## src/rtl/imm_decode_queue_if.sv

```systemverilog
// Handshake and immediate-generator bus for imm_decode_queue: fetch side, generator side, execute side.
interface imm_decode_queue_if #(
  parameter int unsigned width = 32
);
  logic             in_valid;
  logic             in_ready;
  logic [width-1:0] in_instr;
  logic [width-1:0] in_pc;

  logic [width-1:0] gen_instr;
  logic [2:0]       gen_sel;
  logic [width-1:0] gen_imm;

  logic             out_valid;
  logic             out_ready;
  logic [width-1:0] out_instr;
  logic [width-1:0] out_pc;
  logic [width-1:0] out_imm;
  logic [2:0]       out_sel;
  logic             out_illegal;

  modport slave (
    input  in_valid, in_instr, in_pc, gen_imm, out_ready,
    output in_ready, gen_instr, gen_sel,
    output out_valid, out_instr, out_pc, out_imm, out_sel, out_illegal
  );

  modport master (
    output in_valid, in_instr, in_pc, gen_imm, out_ready,
    input  in_ready, gen_instr, gen_sel,
    input  out_valid, out_instr, out_pc, out_imm, out_sel, out_illegal
  );
endinterface

```

## src/rtl/imm_decode_queue.sv

```systemverilog
// Decode front end: classifies opcodes into immediate formats, drives the immediate generator,
// and buffers {instr, pc, imm, sel, illegal} in a 2-entry queue toward execute.
module imm_decode_queue #(
  parameter int unsigned width = 32,
  parameter int unsigned cnt_w = 16
) (
  input  logic             clk,
  input  logic             reset,
  input  logic             flush,
  imm_decode_queue_if.slave bus,
  output logic [cnt_w-1:0] illegal_count
);

  localparam logic [2:0] SEL_I    = 3'b000;
  localparam logic [2:0] SEL_S    = 3'b001;
  localparam logic [2:0] SEL_B    = 3'b010;
  localparam logic [2:0] SEL_U    = 3'b011;
  localparam logic [2:0] SEL_J    = 3'b100;
  localparam logic [2:0] SEL_NONE = 3'b111;

  typedef struct packed {
    logic [width-1:0] instr;
    logic [width-1:0] pc;
    logic [width-1:0] imm;
    logic [2:0]       sel;
    logic             illegal;
  } entry_t;

  typedef enum logic [1:0] {
    EMPTY = 2'd0,
    ONE   = 2'd1,
    FULL  = 2'd2
  } state_t;

  state_t           state, state_n;
  logic             head, tail, head_n, tail_n;
  logic             in_ready_q;
  logic             out_valid_q;
  entry_t           out_q;
  entry_t           mem [2];
  logic [cnt_w-1:0] count_q;

  logic   [2:0] sel_c;
  logic         illegal_c;
  logic         accept_c;
  logic         pop_c;
  entry_t       new_entry_c;
  entry_t       head_entry_c;

  // Opcode classification into the generator's immSel encoding
  always_comb begin
    sel_c     = SEL_NONE;
    illegal_c = 1'b0;
    case (bus.in_instr[6:0])
      7'b0000011, 7'b0001111, 7'b0010011,
      7'b1100111, 7'b1110011:             sel_c = SEL_I;
      7'b0100011:                         sel_c = SEL_S;
      7'b1100011:                         sel_c = SEL_B;
      7'b0110111, 7'b0010111:             sel_c = SEL_U;
      7'b1101111:                         sel_c = SEL_J;
      7'b0110011:                         sel_c = SEL_NONE;
      default:                            illegal_c = 1'b1;
    endcase
  end

  assign bus.gen_instr = bus.in_instr;
  assign bus.gen_sel   = sel_c;

  assign accept_c = bus.in_valid & in_ready_q & ~flush;
  assign pop_c    = out_valid_q & bus.out_ready & ~flush;

  always_comb begin
    new_entry_c.instr   = bus.in_instr;
    new_entry_c.pc      = bus.in_pc;
    new_entry_c.imm     = bus.gen_imm;
    new_entry_c.sel     = sel_c;
    new_entry_c.illegal = illegal_c;
  end

  // Occupancy state and pointer advance
  always_comb begin
    state_n = state;
    head_n  = head;
    tail_n  = tail;
    if (flush) begin
      state_n = EMPTY;
      head_n  = 1'b0;
      tail_n  = 1'b0;
    end else begin
      case (state)
        EMPTY: begin
          if (accept_c) begin
            state_n = ONE;
            tail_n  = tail + 1'b1;
          end
        end
        ONE: begin
          if (accept_c && !pop_c) begin
            state_n = FULL;
            tail_n  = tail + 1'b1;
          end else if (!accept_c && pop_c) begin
            state_n = EMPTY;
            head_n  = head + 1'b1;
          end else if (accept_c && pop_c) begin
            head_n  = head + 1'b1;
            tail_n  = tail + 1'b1;
          end
        end
        FULL: begin
          if (pop_c) begin
            state_n = ONE;
            head_n  = head + 1'b1;
          end
        end
        default: begin
          state_n = EMPTY;
          head_n  = 1'b0;
          tail_n  = 1'b0;
        end
      endcase
    end
  end

  // The next head is the incoming word when it lands in the slot the head will point at
  always_comb begin
    if (accept_c && (head_n == tail)) head_entry_c = new_entry_c;
    else                              head_entry_c = mem[head_n];
  end

  always_ff @(posedge clk) begin
    if (accept_c) mem[tail] <= new_entry_c;
  end

  always_ff @(posedge clk or posedge reset) begin
    if (reset) begin
      state       <= EMPTY;
      head        <= 1'b0;
      tail        <= 1'b0;
      in_ready_q  <= 1'b1;
      out_valid_q <= 1'b0;
      out_q       <= '0;
      count_q     <= '0;
    end else begin
      state       <= state_n;
      head        <= head_n;
      tail        <= tail_n;
      in_ready_q  <= (state_n != FULL);
      out_valid_q <= (state_n != EMPTY);
      if (state_n != EMPTY) out_q <= head_entry_c;
      if (accept_c && illegal_c && (count_q != {cnt_w{1'b1}}))
        count_q <= count_q + cnt_w'(1);
    end
  end

  assign bus.in_ready    = in_ready_q;
  assign bus.out_valid   = out_valid_q;
  assign bus.out_instr   = out_q.instr;
  assign bus.out_pc      = out_q.pc;
  assign bus.out_imm     = out_q.imm;
  assign bus.out_sel     = out_q.sel;
  assign bus.out_illegal = out_q.illegal;
  assign illegal_count   = count_q;

endmodule

```

## src/flat_wrapper.sv

```systemverilog
// flat-port wrapper written by rule: the top's interface ports become plain ports
module imm_decode_queue_flat 
#(
  parameter int unsigned width = 32,
  parameter int unsigned cnt_w = 16
)
  (clk, reset, flush, illegal_count, bus_in_valid, bus_in_instr, bus_in_pc, bus_gen_imm, bus_out_ready, bus_in_ready, bus_gen_instr, bus_gen_sel, bus_out_valid, bus_out_instr, bus_out_pc, bus_out_imm, bus_out_sel, bus_out_illegal);
  imm_decode_queue_if #(.width(width)) bus_i ();
  input  logic clk;
  input  logic reset;
  input  logic flush;
  output logic [cnt_w-1:0] illegal_count;
  input wire logic [$bits(bus_i.in_valid)-1:0] bus_in_valid;
  input wire logic [$bits(bus_i.in_instr)-1:0] bus_in_instr;
  input wire logic [$bits(bus_i.in_pc)-1:0] bus_in_pc;
  input wire logic [$bits(bus_i.gen_imm)-1:0] bus_gen_imm;
  input wire logic [$bits(bus_i.out_ready)-1:0] bus_out_ready;
  output wire logic [$bits(bus_i.in_ready)-1:0] bus_in_ready;
  output wire logic [$bits(bus_i.gen_instr)-1:0] bus_gen_instr;
  output wire logic [$bits(bus_i.gen_sel)-1:0] bus_gen_sel;
  output wire logic [$bits(bus_i.out_valid)-1:0] bus_out_valid;
  output wire logic [$bits(bus_i.out_instr)-1:0] bus_out_instr;
  output wire logic [$bits(bus_i.out_pc)-1:0] bus_out_pc;
  output wire logic [$bits(bus_i.out_imm)-1:0] bus_out_imm;
  output wire logic [$bits(bus_i.out_sel)-1:0] bus_out_sel;
  output wire logic [$bits(bus_i.out_illegal)-1:0] bus_out_illegal;
  assign bus_i.in_valid = bus_in_valid;
  assign bus_i.in_instr = bus_in_instr;
  assign bus_i.in_pc = bus_in_pc;
  assign bus_i.gen_imm = bus_gen_imm;
  assign bus_i.out_ready = bus_out_ready;
  assign bus_in_ready = bus_i.in_ready;
  assign bus_gen_instr = bus_i.gen_instr;
  assign bus_gen_sel = bus_i.gen_sel;
  assign bus_out_valid = bus_i.out_valid;
  assign bus_out_instr = bus_i.out_instr;
  assign bus_out_pc = bus_i.out_pc;
  assign bus_out_imm = bus_i.out_imm;
  assign bus_out_sel = bus_i.out_sel;
  assign bus_out_illegal = bus_i.out_illegal;
  imm_decode_queue #(.width(width), .cnt_w(cnt_w)) u_core (.clk(clk), .reset(reset), .flush(flush), .bus(bus_i), .illegal_count(illegal_count));
endmodule
```

## config.mk

```make
export PLATFORM = sky130hd
export DESIGN_NAME = imm_decode_queue_flat
export DESIGN_NICKNAME = d
export VERILOG_FILES = /design/src/rtl/imm_decode_queue_if.sv /design/src/rtl/imm_decode_queue.sv /design/src/flat_wrapper.sv
export SDC_FILE = /design/constraint.sdc
export NUM_CORES = 1
export LEC_CHECK = 0
export BUFFER_PORTS_ARGS = -buffer_cell sky130_fd_sc_hd__clkbuf_2
export CAP_MARGIN = 10
export CORE_MARGIN = 3
export CORE_UTILIZATION = 30
export DETAILED_ROUTE_END_ITERATION = 10
export RECOVER_POWER = 50
export SYNTH_ARGS = -nofsm -noshare
export SYNTH_HDL_FRONTEND = slang
export SYNTH_SLANG_ARGS = --single-unit
export TNS_END_PERCENT = 20
```

## constraint.sdc

```tcl
create_clock -name clk -period 9.1 [get_ports clk]
set_input_delay 1.82 -clock clk [delete_from_list [all_inputs] [get_ports clk]]
set_output_delay 1.82 -clock clk [all_outputs]
set_load 0.02 [all_outputs]
```

# Word level (Yosys, flattened, before mapping)
# Memories as Yosys holds them, arrays and structs flattened. A register that Yosys moved wholly into a read port is not among the register bits.
# Cells that the tools add are included.
# word_totals
mem_count	1
elab_cells	69
input_bits	101
ff_bits	22
mem_bits_rw	200
# memory_table
memory	words	word_bits	read_ports	rd_clocked_by_memory_dff	wr	line_no	source
u_core.mem	2	100	1	1	1	imm_decode_queue.sv:40	entry_t mem [2];
# op_classes
n_eq_ne	19
n_mux	22
bitwise	5
addsub	3
reduce_logical	13
# op_table
op	n
7-bit == test (second input constant)	4
7-bit by 6-bit == test with 1-bit output (second input constant)	3
16-bit by 1-bit adder with 16-bit output (second input constant)	1
16-bit != test (second input constant)	1
3-bit case mux with 5 select lines	1
7-bit by 5-bit == test with 1-bit output (second input constant)	2
1-bit two-way mux	13
11-bit OR reduction	1
2-bit two-way mux	5
7-bit by 2-bit == test with 1-bit output (second input constant)	1
7-bit by 4-bit == test with 1-bit output (second input constant)	1
1-bit case mux with 3 select lines	2
2-bit case mux with 3 select lines	1
1-bit logical AND	5
5-bit OR reduction	1
1-bit bitwise AND	4
2-bit != test (second input constant)	2
4-bit by 2-bit != test with 1-bit output (second input constant)	1
4-bit by 3-bit != test with 1-bit output (second input constant)	1
4-bit AND reduction	1
3-bit by 2-bit != test with 1-bit output (second input constant)	1
1-bit adder (second input constant)	2
2-bit by 1-bit == test with 1-bit output (second input constant)	1
2-bit == test (second input constant)	1
5 further kinds	6

# Longest topological paths before layout
# Gate-level depths: netlist (run 1).
# logic_depth
ltp_word	9
depth_mapped	9
depth_no_buf	6

# Worst setup path after synthesis (run 1)
# No wires, ideal clock.
# synth_path
kind	input-to-reg
startpoint	input port flush
endpoint	register u_core.bus.out_sel[1] (netlist name)
stages	6
n_path_buf	2
setup_time_ps	79
arrival_ps	10168
required_ps	9021
path_slack_ps	-1147
cell_sequence	nor3_1 -> mux2i_1 -> clkbuf_1 -> buf_2 -> mux2i_1 -> o21ai_1
# synth_via
elab_chain_cells	9
elab_cells_between_ends	21
cone_classes	mux (12); bitwise (3); reduce/logical (6)
# synth_rtl
item	line_no	source
from (decl)	flat_wrapper.sv:11	input logic flush;
1-bit inverter	imm_decode_queue.sv:69, imm_decode_queue.sv:70	
1-bit bitwise AND	imm_decode_queue.sv:69	assign accept_c = bus.in_valid & in_ready_q & ~flush;
1-bit logical NOT	imm_decode_queue.sv:101	end else if (!accept_c && pop_c) begin
1-bit logical AND	imm_decode_queue.sv:101	
2-bit two-way mux	imm_decode_queue.sv:101	
2-bit two-way mux	imm_decode_queue.sv:98	if (accept_c && !pop_c) begin
2-bit case mux with 3 select lines	imm_decode_queue.sv:90	case (state)
2-bit two-way mux	imm_decode_queue.sv:85	if (flush) begin
2-bit nonzero test	imm_decode_queue.sv:149	if (state_n != EMPTY) out_q <= head_entry_c;
# Several ways; a longest one is shown, not always the timed one.
# A chain may end at the register's enable or synchronous reset.

# Worst setup path after layout (run 1)
# layout_path
startpoint	input port bus_in_valid
endpoint	memory u_core.mem[0][18] (netlist bit), enable pin
# layout_via
elab_chain_cells	4
# layout_rtl
item	line_no	source
from (decl)	flat_wrapper.sv:13	input wire logic [$bits(bus_i.in_valid)-1:0] bus_in_valid;
1-bit bitwise AND (2 in series)	imm_decode_queue.sv:69	
1-bit two-way mux	imm_decode_queue.sv:131	if (accept_c) mem[tail] <= new_entry_c;
1-bit two-way mux (not written as such)	imm_decode_queue.sv:131	
to (decl)	imm_decode_queue.sv:40	
# Every way passes these cells.

==> results.json, run 1 <==
{
  "run_status": "finished, violations left",
  "failed_checks": "max-capacitance violations, max-slew violations",
  "power-per-cell-area_nw_per_um2": 254,
  "post-route-period-util_pct": 58.5,
  "cellLeakagePower_nw": 6.33,
  "synth_ff_type": "sky130_fd_sc_hd__edfxtp_1",
  "netlist_area_um2": 13200,
  "grt_first_pass_wirelength_um": 46400,
  "track_usage_pct": 12.7,
  "core_region_area_um2": 43300,
  "first_global_vias": 8161,
  "worst_r2r_endpoint": "u_core.mem[0][18]",
  "gp_routability_congestion": 0.743,
  "final_critical_delay_including_setup_and_external_delays_ns": 5.33,
  "synthArstFlopShare_pct": 37.9,
  "timing.fmax_mhz": 188,
  "worstReg2RegStart": "u_core.bus.in_ready",
  "synthTopCellsByArea": "sky130_fd_sc_hd__edfxtp_1, sky130_fd_sc_hd__dfrtp_1, sky130_fd_sc_hd__mux2_1",
  "place_inst": 1670,
  "critPathBufInv": 3,
  "worst_r2r_path_depth": 4,
  "required_ns": 9.24,
  "cts.path.max_buffers": 3,
  "design.portCount": 254,
  "synthesis.instances": 903,
  "max_fo_critical_path": 56,
  "grt_setup_unrepaired": "no",
  "holdWs_ns": 0.480,
  "cp.depth": 5,
  "dp_slack_ns": 3.88,
  "worst_setup_hold_path_clk_slew_ns": 0.06,
  "ant_nets": 0,
  "setup.worst_path.class": "primary input to flop",
  "hold_path.startpoint": "u_core.bus.out_imm[4]",
  "floorplan.initialDensity_pct": 30.4,
  "synth.top_cell.area_share_pct": 45.6,
  "crit_path_end_kind": "flop",
  "worst-slew-pin-transition_ns": 3.48,
  "worst_hold_path_type": "flop to flop",
  "synth_top_cells_by_count": "sky130_fd_sc_hd__edfxtp_1, sky130_fd_sc_hd__dfrtp_1, sky130_fd_sc_hd__nand2_1",
  "detailed_place.area_um2": 14800,
  "worstSetupStartpoint": "bus_in_valid",
  "finalNonFillerCells": 1733,
  "yosysWarningCount": 0,
  "detail_route.drc_violations": 0,
  "layout-area-overhead-vs-synth_pct": 19.3,
  "path_cells": "clkbuf_2 -> nand2_1 -> nor3_1 -> clkbuf_1 -> buf_4",
  "worstHoldEndpoint": "u_core.bus.out_imm[4]",
  "cts_hold_repair_buffers": 0,
  "worst_skew_pair.late_latency_ns": 0.53,
  "core.rowCount": 76,
  "route.vias.total": 7796,
  "synth_cell_type_count": 39,
  "synth-edff-count": 200,
  "hold-path-cell-count": 2,
  "clock_tree_from_tritoncts": "done",
  "port_buffers": 253,
  "worst_path_max_delay_cell": "sky130_fd_sc_hd__clkbuf_1",
  "synthesis.nets": 1005,
  "place_hpwl_um": 18000,
  "finalWirelength_um": 29600,
  "setup_total_negative_slack_ns": 0,
  "synth_most_common_cell": "sky130_fd_sc_hd__edfxtp_1",
  "timing_max_transition_violations_final": 139,
  "synth_seq_cells": 322,
  "setup_violators_final": 0,
  "max-vdd-ir-drop_mv": 0.139,
  "cts_setup_buffers": 0,
  "crit_family": "buffers and inverters",
  "post_detailed_route_via_to_cell_ratio": 4.50,
  "cts.sinks": 322,
  "number_of_nets_at_the_end_of_the_flow": 1226,
  "reg2reg_slack_ns": 4.61,
  "detailedRoute.firstIterationViolations": 431,
  "maxCapViolCount": 3,
  "cts-resized-gates": 0,
  "max_stage_delay_ns": 2.03,
  "synth_area_per_cell_um2": 14.6,
  "hold_viol_final": 0,
  "worst_setup_skew_after_layout_ns": 0.0138,
  "dieHeight_um": 216,
  "share_of_layout_cells_above_drive_strength_1_pct": 13.0,
  "global_route_congestion_overflow_total": 0,
  "cts.htree.levels": 2,
  "grt_start_max_net_pins": 93,
  "synth-seq-area-share_pct": 68.8,
  "synth_largest_area_cell": "sky130_fd_sc_hd__edfxtp_1",
  "die_width_um": 216,
  "drtPass1Iterations": 4,
  "critical_path.startpoint_type": "primary input",
  "clockRootBuffer": "sky130_fd_sc_hd__clkbuf_16",
  "finish.instance_area_um2": 15700,
  "slew_headroom_pct": -133,
  "worstPathArrival_ns": 5.47,
  "die_area_um2": 46500,
  "antenna_found_initial": 1,
  "numCtsBuffers": 37,
  "post_drt_wl_per_cell_um": 17.1,
  "post-route-worst-setup-slack_ns": 3.77
}
-- sequential cells by signal (all words and copies together), names as in the netlist --
| register | cells |
|---|---|
| u_core.bus.out_imm | 32 |
| u_core.mem | 200 |
| u_core.bus.out_pc | 32 |
| u_core.bus.in_ready | 1 |
| u_core.bus.out_valid | 1 |
| u_core.tail | 1 |
| u_core.head | 1 |
| u_core.illegal_count | 16 |
| u_core.bus.out_instr | 32 |
| u_core.state | 2 |
| u_core.bus.out_illegal | 1 |
| u_core.bus.out_sel | 3 |
-- metal layers --
layer / up-vias / GRT usage, % / wire length, um
met5: - / 0 / 0
met4: 0 / 5.02 / 765
met3: 43 / 2.84 / 1470
met2: 184 / 21.6 / 14600
met1: 3855 / 15.7 / 12700
li1: 3714 / - / -
-- logic make-up after synthesis --
group           share of synthesized area (%)
compound gates                           4.95
xor+xnor                                 1.13
fa+ha+maj                              0.0950
buf+inv                                  3.76
flops                                    68.8
mux                                      16.2
simple gates                             5.05
-- metrics by stage --
stage | utilization (%) | power, mW
2_1_floorplan | - | 2.37
3_3_place_gp | 34.3 | 2.65
3_5_place_dp | 34.3 | 2.66
4_1_cts | 36.9 | 4.11
5_1_grt | 36.3 | 4.21
6_report | 36.3 | 3.99
-- power breakdown --
| part | total [mW] | internal [mW] | switching, mW |
|---|---|---|---|
| clock | 1.41 | 0.842 | 0.565 |
| sequential | 1.86 | 1.76 | 0.102 |
| combinational | 0.723 | 0.220 | 0.503 |
-- worst reg2reg max path: cells and delay by family (launching register included) --
kind                   cells  cell delay (ns)
buffers and inverters      2             2.96
flip-flops                 1             0.53
AND/OR/NAND/NOR            2             0.55
-- worst max path at each step --
stage / endpoint / slack, ns
global placement: bus_gen_sel[1] / 3.90
floorplan: u_core.bus.out_sel[1] / 2.02
CTS: bus_gen_sel[1] / 3.89
finish: u_core.mem[0][18] / 3.77
detailed placement: bus_gen_sel[1] / 3.88
global route: u_core.mem[0][94] / 3.24
-- cells in the final DEF, fill, tap and decap left out, drive strengths merged, types with 3 or more instances in the layout --
master  instances
mux2          100
o21ai         102
o31ai           3
edfxtp        200
and2            4
mux2i         101
dfrtp         121
a21oi           7
nand2         111
nor3            3
nor2           11
xnor2          15
clkbuf        305
buf            10
nand4          14
clkinv          8
inv             4
and3            4
-- final cells by class --
type / count / area [um^2]
fill: 4263 / 27500
timing repair buffer: 264 / 1130
antenna: 1 / 2.50
clock buffer: 51 / 1030
clock inverter: 11 / 105
inverter: 4 / 16.3
tap: 585 / 732
multi-input combinational: 495 / 3640
sequential: 322 / 9060
Note: power is estimated with default switching activity, not from simulation.
==> run 2: changes to the inputs <==
==> constraint.sdc (replaced) <==
create_clock -name clk -period 4.95 [get_ports clk]
set_input_delay 0.99 -clock clk [delete_from_list [all_inputs] [get_ports clk]]
set_output_delay 0.99 -clock clk [all_outputs]
set_load 0.02 [all_outputs]
==> run 2 against run 1 <==
Compared with the run above:
- the flow still finishes with violations (max-capacitance violations, max-slew violations)
- clock skew rose by 0.0025 ns
- design area increased by 0.75%
- worst hold slack improved by 0.0016 ns
- first-iteration DRC count rose by 2.1%
- total power up 84%
- sequential power up 84%
==> results.json, run 2 (synthesis results as in run 1) <==
{
  "first_global_vias": 7897,
  "grt_setup_unrepaired": "no",
  "clockRootBuffer": "sky130_fd_sc_hd__clkbuf_16",
  "worstReg2RegStart": "u_core.bus.in_ready",
  "crit_path_end_kind": "flop",
  "worst_path_max_delay_cell": "sky130_fd_sc_hd__clkbuf_2",
  "track_usage_pct": 12.5,
  "worst_r2r_endpoint": "u_core.mem[0][12]",
  "crit_family": "buffers and inverters",
  "layout-area-overhead-vs-synth_pct": 20.2,
  "die_width_um": 216,
  "power-per-cell-area_nw_per_um2": 464,
  "regMostFlops": "u_core.mem",
  "post-route-period-util_pct": 77.2,
  "cts_setup_buffers": 0,
  "number_of_nets_at_the_end_of_the_flow": 1226,
  "postLayoutCoreUtil_pct": 36.6,
  "grt_first_pass_wirelength_um": 45500,
  "setup.worst_path.class": "primary input to flop",
  "failed_checks": "max-capacitance violations, max-slew violations",
  "worst_r2r_path_depth": 3,
  "setup_total_negative_slack_ns": 0,
  "maxCapViolCount": 3,
  "antenna_found_initial": 3,
  "power_mw": 7.34,
  "worstHoldEndpoint": "u_core.bus.out_imm[5]",
  "layout.cells.most_common": "sky130_fd_sc_hd__edfxtp_1",
  "place_hpwl_um": 17500,
  "final_critical_delay_including_setup_and_external_delays_ns": 3.82,
  "ant_nets": 0,
  "max-vdd-ir-drop_mv": 0.258,
  "critical_path.startpoint_type": "primary input",
  "critPathBufInv": 2,
  "largest_register_ffs": 200,
  "port_buffers": 253,
  "worstPathArrival_ns": 3.88,
  "cts.path.max_buffers": 3,
  "global_route_congestion_overflow_total": 0,
  "finalNonFillerCells": 1735,
  "layout.area.seq_um2": 9060,
  "run_status": "finished, violations left",
  "path_cells": "clkbuf_1 -> nand2_1 -> nor3_1 -> clkbuf_2",
  "cts.htree.levels": 2,
  "detail_route.drc_violations": 0,
  "area_of_the_multi_input_gates_um2": 3640,
  "worst-slew-pin-transition_ns": 3.24,
  "worst_hold_path_type": "flop to flop",
  "route.vias.total": 7801,
  "fillers": 4222,
  "dieHeight_um": 216,
  "final_cell_mix": "sky130_fd_sc_hd__edfxtp_1, sky130_fd_sc_hd__clkbuf_2, sky130_fd_sc_hd__dfrtp_1",
  "worst_setup_hold_path_clk_slew_ns": 0.06,
  "hold_viol_final": 0,
  "slew_headroom_pct": -117,
  "worst_skew_pair.late_latency_ns": 0.53,
  "timing_max_transition_violations_final": 189,
  "worst_setup_skew_after_layout_ns": 0.0163,
  "clock_tree_from_tritoncts": "done",
  "max_fo_critical_path": 100,
  "cts-resized-gates": 0,
  "design.portCount": 254,
  "cts.sinks": 322,
  "reg2reg_slack_ns": 1.14,
  "grt_start_max_net_pins": 102,
  "hold_path.startpoint": "u_core.bus.out_imm[5]",
  "post-route-worst-setup-slack_ns": 1.13,
  "place_inst": 1669,
  "required_ns": 5.01,
  "post_drt_wl_per_cell_um": 16.8,
  "die_area_um2": 46500,
  "num_antenna_cells": 0,
  "detailedRoute.firstIterationViolations": 440,
  "floorplan.initialDensity_pct": 30.4,
  "post_detailed_route_via_to_cell_ratio": 4.50,
  "setup_violators_final": 0,
  "finalWirelength_um": 29100,
  "max_stage_delay_ns": 2.20,
  "drtPass1Iterations": 6,
  "numCtsBuffers": 37,
  "timing.fmax_mhz": 262,
  "cts_hold_repair_buffers": 0,
  "share_of_layout_cells_above_drive_strength_1_pct": 18.6,
  "hold-path-cell-count": 2,
  "dp_slack_ns": 1.31,
  "cellLeakagePower_nw": 6.56,
  "core.rowCount": 76,
  "gp_routability_congestion": 0.770,
  "core_region_area_um2": 43300
}
[run 2: changes by cell type in the layout (fill, tap and decap cells not counted), moves of 2 or more]
cell,change
sky130_fd_sc_hd__buf_12,+5
sky130_fd_sc_hd__buf_4,-7
sky130_fd_sc_hd__clkbuf_1,-66
sky130_fd_sc_hd__clkbuf_2,+77
sky130_fd_sc_hd__clkbuf_8,-3
sky130_fd_sc_hd__clkinv_1,+2
sky130_fd_sc_hd__clkinv_2,-4
[run 2: how the worst max path moves through the flow]
stage / startpoint / cells past startpoint / slack [ns] / to
after CTS: bus_in_instr[2] / 6 / 1.30 / bus_gen_sel[1]
after global placement: bus_in_instr[2] / 6 / 1.40 / bus_gen_sel[1]
after floorplan: bus_in_valid / 8 / 0.16 / u_core.bus.out_sel[1]
after global routing: u_core.bus.in_ready / 3 / 0.77 / u_core.mem[0][14]
final: bus_in_valid / 4 / 1.13 / u_core.mem[0][12]
after detailed placement: bus_in_instr[2] / 6 / 1.31 / bus_gen_sel[1]
[run 2: layout make-up]
type                    instances  area share [%]
flip-flops and latches        322            57.2
well taps                     585            4.62
repair buffers                264            8.10
clock inverters                 8           0.529
clock buffers                  57            6.45
inverters                       4           0.103
multi-input cells             495            23.0
[run 2: where the power goes]
part | total (mW) | internal (mW) | switching, mW
Combinational | 1.38 | 0.460 | 0.921
Clock | 2.54 | 1.52 | 1.02
Sequential | 3.42 | 3.23 | 0.192
[run 2: worst min-delay path, cell delays in order (launching register included)]
cell,delay [ns]
sky130_fd_sc_hd__dfrtp_1,0.34
sky130_fd_sc_hd__nand2_1,0.05
sky130_fd_sc_hd__o21ai_1,0.06
[run 2: per-layer routing]
layer,track usage [%],up-vias,share of wire [%]
li1,-,3717,-
met5,0,-,0.12
met4,3.41,6,2.1
met1,15.8,3849,44
met2,21.0,180,48
met3,3.63,49,5.0
[run 2: per-stage QoR]
| stage | hold WS (ns) | cell area, um^2 |
|---|---|---|
| finish | 0.481 | 15800 |
| global route | 0.502 | 15800 |
| CTS | 0.488 | 16000 |
| detailed placement | 0.476 | 14900 |
| global placement | 0.466 | 14900 |
| floorplan | 0.589 | 13200 |
